--- src/rtl/prog_clk_divider.sv ---
// Programmable clock divider: divides clk by a runtime-writable ratio N.
// Ratio changes made while running take effect only at a period boundary, so no period is ever cut short or stretched.
module prog_clk_divider #(
  parameter int W         = 8,
  parameter int RST_RATIO = 2
) (
  input  logic         clk,
  input  logic         rstn,
  input  logic         en,
  input  logic         ratio_wr,
  input  logic [W-1:0] ratio_in,
  output logic         clk_out,
  output logic         tick,
  output logic [W-1:0] ratio_cur,
  output logic         pending,
  output logic         err
);

  localparam logic [W-1:0] RST_VAL = W'(RST_RATIO);

  logic [W-1:0] cnt_r;
  logic [W-1:0] shadow_r;
  logic         run_r;

  logic         wr_ok_s;
  logic         wr_bad_s;
  logic         wrap_s;
  logic         start_s;
  logic [W-1:0] next_ratio_s;
  logic [W-1:0] next_cnt_s;

  // High phase length ceil(n/2). It cannot overflow because n is at most 2^W-1.
  function automatic logic [W-1:0] high_len(input logic [W-1:0] n);
    return (n >> 1) + {{(W-1){1'b0}}, n[0]};
  endfunction

  // Write qualification and next-period decode
  always_comb begin
    wr_ok_s      = ratio_wr && (ratio_in != '0);
    wr_bad_s     = ratio_wr && (ratio_in == '0);
    wrap_s       = (cnt_r == (ratio_cur - W'(1)));
    start_s      = !run_r || wrap_s;
    next_ratio_s = pending ? shadow_r : ratio_cur;
    next_cnt_s   = start_s ? '0 : (cnt_r + W'(1));
  end

  // Counter, ratio/shadow handling and registered outputs
  always_ff @(posedge clk or negedge rstn) begin
    if (!rstn) begin
      cnt_r     <= '0;
      shadow_r  <= RST_VAL;
      run_r     <= 1'b0;
      clk_out   <= 1'b0;
      tick      <= 1'b0;
      ratio_cur <= RST_VAL;
      pending   <= 1'b0;
      err       <= 1'b0;
    end else begin
      err <= wr_bad_s;
      if (!en) begin
        run_r   <= 1'b0;
        cnt_r   <= '0;
        clk_out <= 1'b0;
        tick    <= 1'b0;
        if (wr_ok_s) begin
          ratio_cur <= ratio_in;
          shadow_r  <= ratio_in;
          pending   <= 1'b0;
        end else begin
          pending <= pending;
        end
      end else begin
        run_r <= 1'b1;
        cnt_r <= next_cnt_s;
        tick  <= start_s;
        if (start_s) begin
          clk_out   <= 1'b1;
          ratio_cur <= next_ratio_s;
        end else begin
          clk_out <= (next_cnt_s < high_len(ratio_cur));
        end
        // A write on a boundary edge arms the following boundary, not this one
        if (wr_ok_s) begin
          shadow_r <= ratio_in;
          pending  <= 1'b1;
        end else if (start_s) begin
          pending <= 1'b0;
        end else begin
          pending <= pending;
        end
      end
    end
  end

endmodule

--- config.mk ---
export PLATFORM = sky130hd
export DESIGN_NAME = prog_clk_divider
export DESIGN_NICKNAME = d
export VERILOG_FILES = /design/src/rtl/prog_clk_divider.sv
export SDC_FILE = /design/constraint.sdc
export NUM_CORES = 1
export LEC_CHECK = 0
export ABC_AREA = 0
export CORE_MARGIN = 2
export CORE_UTILIZATION = 30
export CTS_CLUSTER_SIZE = 16
export DETAILED_ROUTE_END_ITERATION = 10
export SYNTH_ARGS = -nofsm -noshare
export SYNTH_HDL_FRONTEND = slang
export SYNTH_SLANG_ARGS = --single-unit
--- constraint.sdc ---
create_clock -name clk -period 3.5 [get_ports clk]
set_input_delay 1.05 -clock clk [delete_from_list [all_inputs] [get_ports clk]]
set_output_delay 1.05 -clock clk [all_outputs]
set_load 0.01 [all_outputs]
==> summary.md <==
| Metric | Value |
|---|---|
| Family with the most delay on the worst path | `compound AO/OA/AOI/OAI gates` |
| DRT Pass-1 Iters | `4` |
| Max incr delay on CP | `630 ps` |
| Mapped Area | `1930 sq um` |
| Relative max-transition margin | `45.8%` |
| Clock slew at reported path FFs | `70 ps` |
| Top FF cell, synth | `dfrtp_1` |
| Ys async rst share | `100%` |
| Post-synth top cells | `dfrtp_1 (27), nor2_1 (21), xnor2_1 (13)` |
| Synth area leader | `dfrtp_1` |
| Mux cell area share after synthesis | `0.518%` |
| Post-synth EDFFs | `0` |
| Row cnt | `29` |
| Simple-gate share of the synthesized area | `17.1%` |
| Post-synthesis adder-cell area fraction | `7.13%` |
| CTS buffer count | `5` |
| Final hold vios | `0` |
| RSZ-0062 raised after global routing | `no` |
| Crit path kind | `reg -> reg` |
| Synth top area cells | `dfrtp_1 (35%), ha_1 (7.1%), xnor2_1 (5.9%)` |
| Worst path buffer plus inverter count | `1` |
| Routed wire length | `4.81 mm` |
| Largest net degree at the start of global routing | `30` |
| Worst reg2reg setup slack | `290 ps` |
| Syn avg cell area | `9.42 sq um` |
| Worst hold path depth | `2` |
| Worst skew pair latency | `280 ps` |
| Clk Tree Root Cell | `clkbuf_8` |
| Crit path launch type | `flop` |
| Slew Viols, Final | `0` |
| Outcome | `finished, final reports clean` |
| Slew @ Worst Pin | `811 ps` |
| CTS tree | `yes` |
| Area share of the largest cell type after synthesis | `35.0%` |
| Worst r2r dst | `clk_out$_DFF_PN0_` |
| Die Ht | `84.2 microns` |
| Vias | `1643` |
| Diodes inserted | `0` |
| CP max FO | `10` |
| Yosys warning count | `0` |
| Setup violators final | `0` |
| CP Data Required Time | `3720 ps` |
| Worst vdd ir | `0.162 mV` |
| Top-count cell post-synth | `dfrtp_1` |
| Post-cts sizing count | `0` |
| Synth Register Bits | `29` |
| Worst endpoint data arrival time | `3430 ps` |
| R2r worst-path depth | `14` |
| Post-DR wirelength/cell | `15.8 microns` |
| PD cells | `457 nW/um^2` |
| Max Cap Viol | `0` |
| Hold Crit Start | `shadow_r[0]$_DFFE_PN0P_` |
| Critical Path Slowest Stage Cell | `dfstp_2` |
| Post-CTS Setup Bufs | `0` |
| Total negative slack | `0 ps` |
| Initial antenna violation count | `0` |
| Hold worst-path end | `shadow_r[0]$_DFFE_PN0P_` |
| Hold_buf cts | `0` |
| GRT Util Overall | `14.5%` |
| Nets | `249` |
| Number of global-route vias before repair | `1531` |
| Die ar. | `7090 sq um` |
| Final Util | `37.3%` |
| Starting DRC count in detailed routing | `150` |
| LEAKAGE | `0.974 nW` |
| Grt total ovfl | `0` |
| Worst min-delay path class | `reg -> reg` |
| Residual DRC | `0` |
| Reg-to-reg startpoint | `ratio_cur[1]$_DFFE_PN1P_` |
| F_max | `0.311 GHz` |
| Share of cells above drive strength 1 | `9.25%` |
| Largest family of logic cells by synthesized area | `compound AO/OA/AOI/OAI gates` |
| Vias per cell | `5.40` |
| CTS sink cnt | `29` |
| Synthesized net count | `228` |
| Layout area overhead | `21.2%` |
| Tcrit/Tclk final | `91.7%` |
| Synthesized netlist cell count | `205` |
| IO Pins | `24` |
| Tmin final | `3210 ps` |
| H-tree depth | `2` |
| Post-synthesis compound-gate area fraction | `22.6%` |
| Port bufs | `23` |
| Xor/xnor share of the synthesized area | `9.07%` |
| Seq/Total Area, Yosys | `37.7%` |
| Antenna Nets Post-Route | `0` |
| Die Span X | `84.2 microns` |
| Post-synthesis cell type count | `45` |
| Clock skew after layout | `6.60 ps` |
| DP HPWL | `3.40 mm` |
| RD Place Congestion | `0.754` |
| Core area | `6280 sq um` |
| Critical Path, Cell by Cell | `inv_1, ha_1, or3_1, a31oi_1, nand3_1, o21ai_2, nor2_1, ha_1, a21boi_0, o21a_1, o21ai_0, a21oi_1, a211oi_1, o21a_1` |
| Critical Path Sink Type | `flop` |
| CTS max path bufs | `2` |
| First-pass GRT wire length | `8.18 mm` |
| Initial Utilization | `30.8%` |
==> logic make-up (layout without fill, tap and decap cells) <==
logic type	count (synthesis)	in the layout
XOR/XNOR	20	20
flip-flops	29	29
multiplexers	1	1
buffers and inverters	22	44
adder cells (fa/ha/maj)	11	11
AND/OR/NAND/NOR	65	65
AO/OA/AOI/OAI	57	57
==> per-stage QoR <==
stage | instances | hold slack, ps | cell area [sq um] | setup slack (ps) | total power [W]
after floorplan | 205 | 469 | 1930 | 272 | 0.000608
after global placement | 296 | 491 | 2220 | 389 | 0.000713
after detailed placement | 296 | 498 | 2220 | 327 | 0.000714
after CTS | 304 | 514 | 2340 | 288 | 0.00108
after global routing | 304 | 559 | 2340 | 40.4 | 0.00113
final | 304 | 514 | 2340 | 289 | 0.00107
==> layer usage <==
| layer | global-route usage, % | up-vias | part of all wire, % |
|---|---|---|---|
| met2 | 21.4 | 37 | 45 |
| li1 | - | 794 | - |
| met1 | 20.8 | 806 | 50 |
| met5 | 0 | - | 0 |
| met3 | 3.24 | 6 | 4.2 |
| met4 | 4.99 | 0 | 1.5 |
==> sequential cells by signal, summed over array words and instances (netlist names) <==
signal / count
ratio_cur: 8
tick: 1
run_r: 1
clk_out: 1
cnt_r: 8
err: 1
pending: 1
shadow_r: 8
==> worst reg2reg max path, delay by kind of cell (launching register included) <==
kind,cells,cell delay [ps]
AOI/OAI and AO/OA,8,1340
adders and majority gates,2,520
buffers and inverters,1,70
DFF,1,630
and+or+nand+nor,3,600
==> power breakdown <==
group	internal, W	switching [W]
clock network	0.000232	0.000129
logic	0.000149	0.000139
registers	0.000367	0.0000544
total	0.000747	0.000322
==> placed cells by master (no fill, tap or decap), types with 2 or more instances in the layout <==
master,instances
nor2b_1,2
clkbuf_8,6
xnor2_1,13
inv_1,5
o21ai_0,9
dfstp_2,2
nand2b_1,3
nor2_1,21
dfrtp_1,27
and3_1,4
xor2_1,7
nand2_1,12
clkdlybuf4s50_1,23
buf_4,8
a31oi_1,3
o221a_1,8
ha_1,11
a22o_1,7
o22ai_1,3
nor4_1,3
a21o_1,2
a21oi_1,8
and4_1,2
a221oi_1,7
nand4_1,3
o21a_1,2
or3_1,2
nor3_1,3
nand3_1,5
==> worst max-delay path by stage <==
stage / from / to / depth (start not counted)
after floorplan: ratio_cur[1]$_DFFE_PN1P_ / clk_out$_DFF_PN0_ / 15
after global placement: ratio_cur[2]$_DFFE_PN0P_ / clk_out$_DFF_PN0_ / 13
after detailed placement: ratio_cur[1]$_DFFE_PN1P_ / clk_out$_DFF_PN0_ / 14
after CTS: ratio_cur[1]$_DFFE_PN1P_ / clk_out$_DFF_PN0_ / 14
after global routing: ratio_cur[1]$_DFFE_PN1P_ / clk_out$_DFF_PN0_ / 14
final: ratio_cur[1]$_DFFE_PN1P_ / clk_out$_DFF_PN0_ / 14
==> layout make-up <==
cell class / count / area (sq um)
Timing Repair Buffer: 31 / 290
Clock inverter: 1 / 30.0
Sequential cell: 29 / 728
Tap cell: 77 / 96.3
Multi-Input combinational cell: 154 / 1090
Clock buffer: 7 / 86.3
Fill cell: 624 / 3940
Inverter: 5 / 18.8
No activity file was read; power rests on OpenSTA's default activity.
==> RTL edit 1: new RTL, same flow settings <==
Put one more register stage on the output `ratio_cur`, cleared by the reset. The value now appears one clock later. The other outputs are not delayed to match.
--- a/src/rtl/prog_clk_divider.sv
+++ b/src/rtl/prog_clk_divider.sv
@@ -17,6 +17,8 @@
 );
 
   localparam logic [W-1:0] RST_VAL = W'(RST_RATIO);
+
+  logic [W-1:0] ratio_cur_s0;
 
   logic [W-1:0] cnt_r;
   logic [W-1:0] shadow_r;
@@ -38,9 +40,9 @@
   always_comb begin
     wr_ok_s      = ratio_wr && (ratio_in != '0);
     wr_bad_s     = ratio_wr && (ratio_in == '0);
-    wrap_s       = (cnt_r == (ratio_cur - W'(1)));
+    wrap_s       = (cnt_r == (ratio_cur_s0 - W'(1)));
     start_s      = !run_r || wrap_s;
-    next_ratio_s = pending ? shadow_r : ratio_cur;
+    next_ratio_s = pending ? shadow_r : ratio_cur_s0;
     next_cnt_s   = start_s ? '0 : (cnt_r + W'(1));
   end
 
@@ -52,7 +54,7 @@
       run_r     <= 1'b0;
       clk_out   <= 1'b0;
       tick      <= 1'b0;
-      ratio_cur <= RST_VAL;
+      ratio_cur_s0 <= RST_VAL;
       pending   <= 1'b0;
       err       <= 1'b0;
     end else begin
@@ -63,7 +65,7 @@
         clk_out <= 1'b0;
         tick    <= 1'b0;
         if (wr_ok_s) begin
-          ratio_cur <= ratio_in;
+          ratio_cur_s0 <= ratio_in;
           shadow_r  <= ratio_in;
           pending   <= 1'b0;
         end else begin
@@ -75,9 +77,9 @@
         tick  <= start_s;
         if (start_s) begin
           clk_out   <= 1'b1;
-          ratio_cur <= next_ratio_s;
+          ratio_cur_s0 <= next_ratio_s;
         end else begin
-          clk_out <= (next_cnt_s < high_len(ratio_cur));
+          clk_out <= (next_cnt_s < high_len(ratio_cur_s0));
         end
         // A write on a boundary edge arms the following boundary, not this one
         if (wr_ok_s) begin
@@ -92,5 +94,13 @@
     end
   end
 
+  always_ff @(posedge clk or negedge rstn) begin
+    if (!rstn) begin
+      ratio_cur <= '0;
+    end else begin
+      ratio_cur <= ratio_cur_s0;
+    end
+  end
+
 endmodule
 
Formal check against the unedited RTL: not equivalent (a bounded check fails within 4 cycles, from zero or initial values and one cycle with rstn low).
==> RTL edit 1 against the original RTL <==
Die area up 8.5%. Worst setup slack improved by 18 ps. Sequential power is 25% higher. Total power grew 7.3%. Clock skew increased by 3.7 ps. Area after synthesis up 8.9%. Routed wire length up 2.9%. Non-clock buffer count did not move. Critical path depth is 1 lower. Sequential cell count grew 8. Design area increased by 8.2%. Fmax rose by 0.58%. Synthesized cell count is 4.9% higher. Critical path type unchanged. Critical endpoint unchanged. Highest routed layer unchanged.
==> RTL edit 1: results (changes against the original RTL) <==
\begin{tabular}{lr}
\hline
Metric & Value \\
\hline
\multicolumn{2}{l}{\textbf{Final layout}} \\
\quad Fraction of final layout cells sized beyond drive strength 1 & 8.86\% (-0.39 points) \\
\quad Layout net count & 259 (+4.0\%) \\
\quad Count of filler cells inserted in the layout & 686 (+9.9\%) \\
\multicolumn{2}{l}{\textbf{Setup path}} \\
\quad Startpoint of the worst-slack reg-to-reg timing path & ratio\_cur\_s0[0] \\
\quad Capture point of the worst reg-to-reg path & clk\_out \\
\quad Maximum fanout along the worst path & 11 (+1) \\
\quad Largest incremental delay on the critical path & 590 ps (-40 ps) \\
\quad Register-to-register path setup slack & 310 ps (+20 ps) \\
\quad WP data arrival & 3420 ps (about the same) \\
\quad Max stage delay cell, worst path & dfrtp\_1 \\
\quad Reg2Reg Depth & 13 (-1) \\
\multicolumn{2}{l}{\textbf{Place}} \\
\quad Total half-perimeter wirelength after legalization and detailed placement & 3440 um (+1.0\%) \\
\quad Last weighted congestion value of the routability-driven placer & 0.888 (+18\%) \\
\quad Worst setup slack before clock tree synthesis & 367 ps (+39.3 ps) \\
\multicolumn{2}{l}{\textbf{Global routing}} \\
\quad Pin count of the biggest net entering global routing & 38 (+27\%) \\
\quad Wire length of the first global-routing pass & 8290 um (+1.4\%) \\
\quad Via count of the first global-routing pass & 1652 (+7.9\%) \\
\quad All-Layer GR Usage & 14.2\% (-0.28 points) \\
\multicolumn{2}{l}{\textbf{Timing}} \\
\quad Max Clock Skew & 10.3 ps (+3.73 ps) \\
\quad Actual transition at the worst max-transition pin & 815 ps (+4.81 ps) \\
\multicolumn{2}{l}{\textbf{Hold path}} \\
\quad WHS Endpoint & ratio\_cur[1] \\
\quad Hold Path Cell Cnt & 0 (-2) \\
\multicolumn{2}{l}{\textbf{Synth}} \\
\quad Synth top area cells & dfrtp\_1 (42\%), ha\_1 (6.5\%), xnor2\_1 (5.8\%) \\
\quad Distinct cell type count after synthesis & 39 (-13\%) \\
\quad Post-synthesis sequential area ratio & 44.1\% (+6.4 points) \\
\quad Portion of netlist area occupied by mux cells & 0.476\% (-0.043 points) \\
\quad Post-Synth XOR/XNOR Area & 8.33\% (-0.74 points) \\
\quad Net count after synthesis & 238 (+4.4\%) \\
\quad Synth Area in Adders & 6.54\% (-0.59 points) \\
\quad Synth cell count leaders & dfrtp\_1 (35), nor2\_1 (24), xnor2\_1 (14), ha\_1 (11), nand2\_1 (11) \\
\multicolumn{2}{l}{\textbf{Drt}} \\
\quad Detailed router's first-iteration violation count & 114 (-24\%) \\
\quad DR vias/cell & 5.11 (-5.4\%) \\
\quad Total wire length & 4950 um (+2.9\%) \\
\multicolumn{2}{l}{\textbf{Power}} \\
\quad Peak supply drop & 0.161 mV (-0.45\%) \\
\quad Leakage component of the power & 1.05 nW (+7.9\%) \\
\multicolumn{2}{l}{\textbf{Run status}} \\
\quad Outcome & completed \\
\multicolumn{2}{l}{\textbf{CTS}} \\
\quad Clock edge transition at the registers on the reported setup and hold paths & about 80 ps \\
\quad Clock insertion delay at the later pin of the skew report & 290 ps \\
\hline
\end{tabular}
-- RTL edit 1: worst max-delay path: cells and delay by family (launching register included) --
kind,cells,cell delay [ps]
AND/OR/NAND/NOR,3,580
buffers and inverters,2,270
flip-flops,1,590
adder cells (fa/ha/maj),2,590
AO/OA/AOI/OAI,6,1080
-- RTL edit 1: where the power goes --
group	switching (mW)	internal [mW]	total [mW]
clock network	0.158	0.160	0.318
registers	0.0528	0.475	0.528
logic	0.150	0.152	0.303
total	0.361	0.787	1.15
-- RTL edit 1: layout make-up --
cell class | instances | area share [%]
multi-input combinational | 156 | 42.8
sequential | 37 | 36.7
timing repair buffer | 31 | 11.3
tap | 96 | 4.74
clock buffer | 6 | 3.26
inverter | 5 | 0.741
clock inverter | 2 | 0.543
-- RTL edit 1: layer usage --
metal  track usage (%)  vias to the layer above  routed length [um]
met5                 0                        -                   0
met2              22.2                       43                2310
li1                  -                      824                   -
met1              18.6                      829                2330
met3              2.92                        6                 191
met4              7.13                        0                 115
-- RTL edit 1: per-stage QoR --
step | hold slack, ps | utilization, % | cell area, sq um | cells
2_1_floorplan | 349 | - | 2100 | 215
3_3_place_gp | 458 | 35.9 | 2440 | 325
3_5_place_dp | 466 | 35.9 | 2440 | 325
4_1_cts | 479 | 37.3 | 2530 | 333
5_1_grt | 490 | 37.3 | 2530 | 333
6_report | 483 | 37.3 | 2530 | 333
-- RTL edit 1: worst max path at each step --
stage,startpoint,endpoint,slack [ps],cells after the start
after CTS,ratio_cur_s0[1],clk_out,330,13
after global placement,ratio_cur_s0[1],clk_out,450,13
after detailed placement,ratio_cur_s0[1],clk_out,370,13
final,ratio_cur_s0[0],clk_out,310,13
after floorplan,ratio_cur_s0[1],clk_out,300,15
after global routing,ratio_cur_s0[0],clk_out,50,13
-- RTL edit 1: cell families after synthesis --
logic type / count (synthesis)
flops: 37
xor+xnor: 20
buf+inv: 22
simple gates: 66
mux: 1
fa+ha+maj: 11
compound gates: 58
==> RTL edit 2: new RTL, same flow settings <==
Without the edit above. The output `err` loses its register stage (`err` becomes a continuous assignment).
--- a/src/rtl/prog_clk_divider.sv
+++ b/src/rtl/prog_clk_divider.sv
@@ -54,9 +54,7 @@
       tick      <= 1'b0;
       ratio_cur <= RST_VAL;
       pending   <= 1'b0;
-      err       <= 1'b0;
     end else begin
-      err <= wr_bad_s;
       if (!en) begin
         run_r   <= 1'b0;
         cnt_r   <= '0;
@@ -92,5 +90,7 @@
     end
   end
 
+  assign err = wr_bad_s;
+
 endmodule
 
Formal check against the unedited RTL: not equivalent (Yosys sat finds a counterexample within 4 cycles, from zero or initial values and one cycle with rstn low).
==> RTL edit 2 against the original RTL <==
Area after synthesis down 1.3%. Total power shrank 9.2%. Count of clock-buffer cells in the layout down 4. Global-route usage about the same. Utilization rose by 0.72 points. Design area up 1.3%. First-iteration DRC count decreased by 6.0%. Routed wire length down 0.73%. Worst setup slack got worse by 190 ps. Register-to-register slack better by 150 ps. Die area is 1.2% lower. Sequential cell count is 1 lower. Clock power shrank 28%.
==> RTL edit 2: results (changes against the original RTL) <==
\begin{tabular}{lr}
\hline
Metric & Value \\
\hline
\multicolumn{2}{l}{\textbf{Power}} \\
\quad Combinational Power Share & 31.7\% (+4.8 points) \\
\quad Switching part of the total power & 31.3\% (+1.1 points) \\
\quad Leakage component of the power & 1.00 nW (+2.9\%) \\
\quad Seq pwr share & 41.4\% (+2.0 points) \\
\multicolumn{2}{l}{\textbf{Final layout}} \\
\quad Fraction of final layout cells sized beyond drive strength 1 & 13.7\% (+4.4 points) \\
\quad ClkCell Share & 3.01\% (-2.0 points) \\
\quad Multi-input logic area & 1100 sq um (+1.1\%) \\
\quad Area taken by flip-flops and latches & 703 sq um (-3.4\%) \\
\quad Count of filler cells inserted in the layout & 633 (+1.4\%) \\
\quad Non-clock buffers, area share & 16.0\% (+3.6 points) \\
\quad Non-CTS buffers & 43 (+39\%) \\
\quad Layout net count & 258 (+3.6\%) \\
\multicolumn{2}{l}{\textbf{Global routing}} \\
\quad Via count of the first global-routing pass & 1651 (+7.8\%) \\
\quad All-Layer GR Usage & 14.5\% (+0.034 points) \\
\quad Pin count of the biggest net entering global routing & 29 (-3.3\%) \\
\multicolumn{2}{l}{\textbf{Drt}} \\
\quad Total wire length & 4770 um (-0.73\%) \\
\multicolumn{2}{l}{\textbf{Place}} \\
\quad Worst setup slack before clock tree synthesis & -191 ps (-519 ps) \\
\quad Last weighted congestion value of the routability-driven placer & 0.791 (+4.8\%) \\
\multicolumn{2}{l}{\textbf{Synth}} \\
\quad Net count after synthesis & 227 (-0.44\%) \\
\quad Synth cell count leaders & dfrtp\_1 (26), nor2\_1 (21), xnor2\_1 (13), nand2\_1 (12), ha\_1 (11) \\
\quad Synth top area cells & dfrtp\_1 (34\%), ha\_1 (7.2\%), xnor2\_1 (6.0\%) \\
\quad Post-synthesis sequential area ratio & 36.9\% (-0.82 points) \\
\multicolumn{2}{l}{\textbf{Setup path}} \\
\quad WP data arrival & 2350 ps (-1080 ps) \\
\quad Critical Path Source & ratio\_in[5] \\
\quad Max stage delay cell, worst path & clkdlybuf4s50\_1 \\
\quad Maximum fanout along the worst path & 2 (-8) \\
\quad Cell family with most CP delay & buffers and inverters \\
\quad Largest incremental delay on the critical path & 450 ps (-180 ps) \\
\multicolumn{2}{l}{\textbf{CTS}} \\
\quad Cts bufs inserted & 3 (-2) \\
\quad Clock edge transition at the registers on the reported setup and hold paths & 100 ps (+30 ps) \\
\quad H-tree levels & 1 (-1) \\
\multicolumn{2}{l}{\textbf{Run status}} \\
\quad Outcome & completed \\
\multicolumn{2}{l}{\textbf{Timing}} \\
\quad Normalized max-slew margin & 45.8\% (about the same) \\
\hline
\end{tabular}
[RTL edit 2: changes by cell type after synthesis]
cell / change
dfrtp_1: -1
[RTL edit 2: kinds of logic (layout without fill, tap and decap cells)]
kind of cell | count (synthesis) | after routing | share of synthesized area, %
simple gates | 65 | 65 | 17.3
compound gates | 57 | 57 | 22.9
flops | 28 | 28 | 36.9
buf+inv | 22 | 52 | 5.91
xor+xnor | 20 | 20 | 9.19
fa+ha+maj | 11 | 11 | 7.22
mux | 1 | 1 | 0.525
[RTL edit 2: per-stage QoR]
step           hold slack, ps  TNS, ps  instance area, sq um  cells
2_1_floorplan             469        0                  1910    204
3_3_place_gp              496     -178                  2280    306
5_1_grt                   552        0                  2370    311
3_5_place_dp              496     -191                  2280    306
4_1_cts                   523        0                  2370    311
6_report                  518        0                  2370    311
[RTL edit 2: routing by layer]
metal	global-route usage, %	share of wire [%]	vias to the layer above
met1	21.1	49	792
met4	3.96	0.94	0
met2	22.5	45	42
met5	0	0	-
met3	1.98	4.3	4
li1	-	-	812
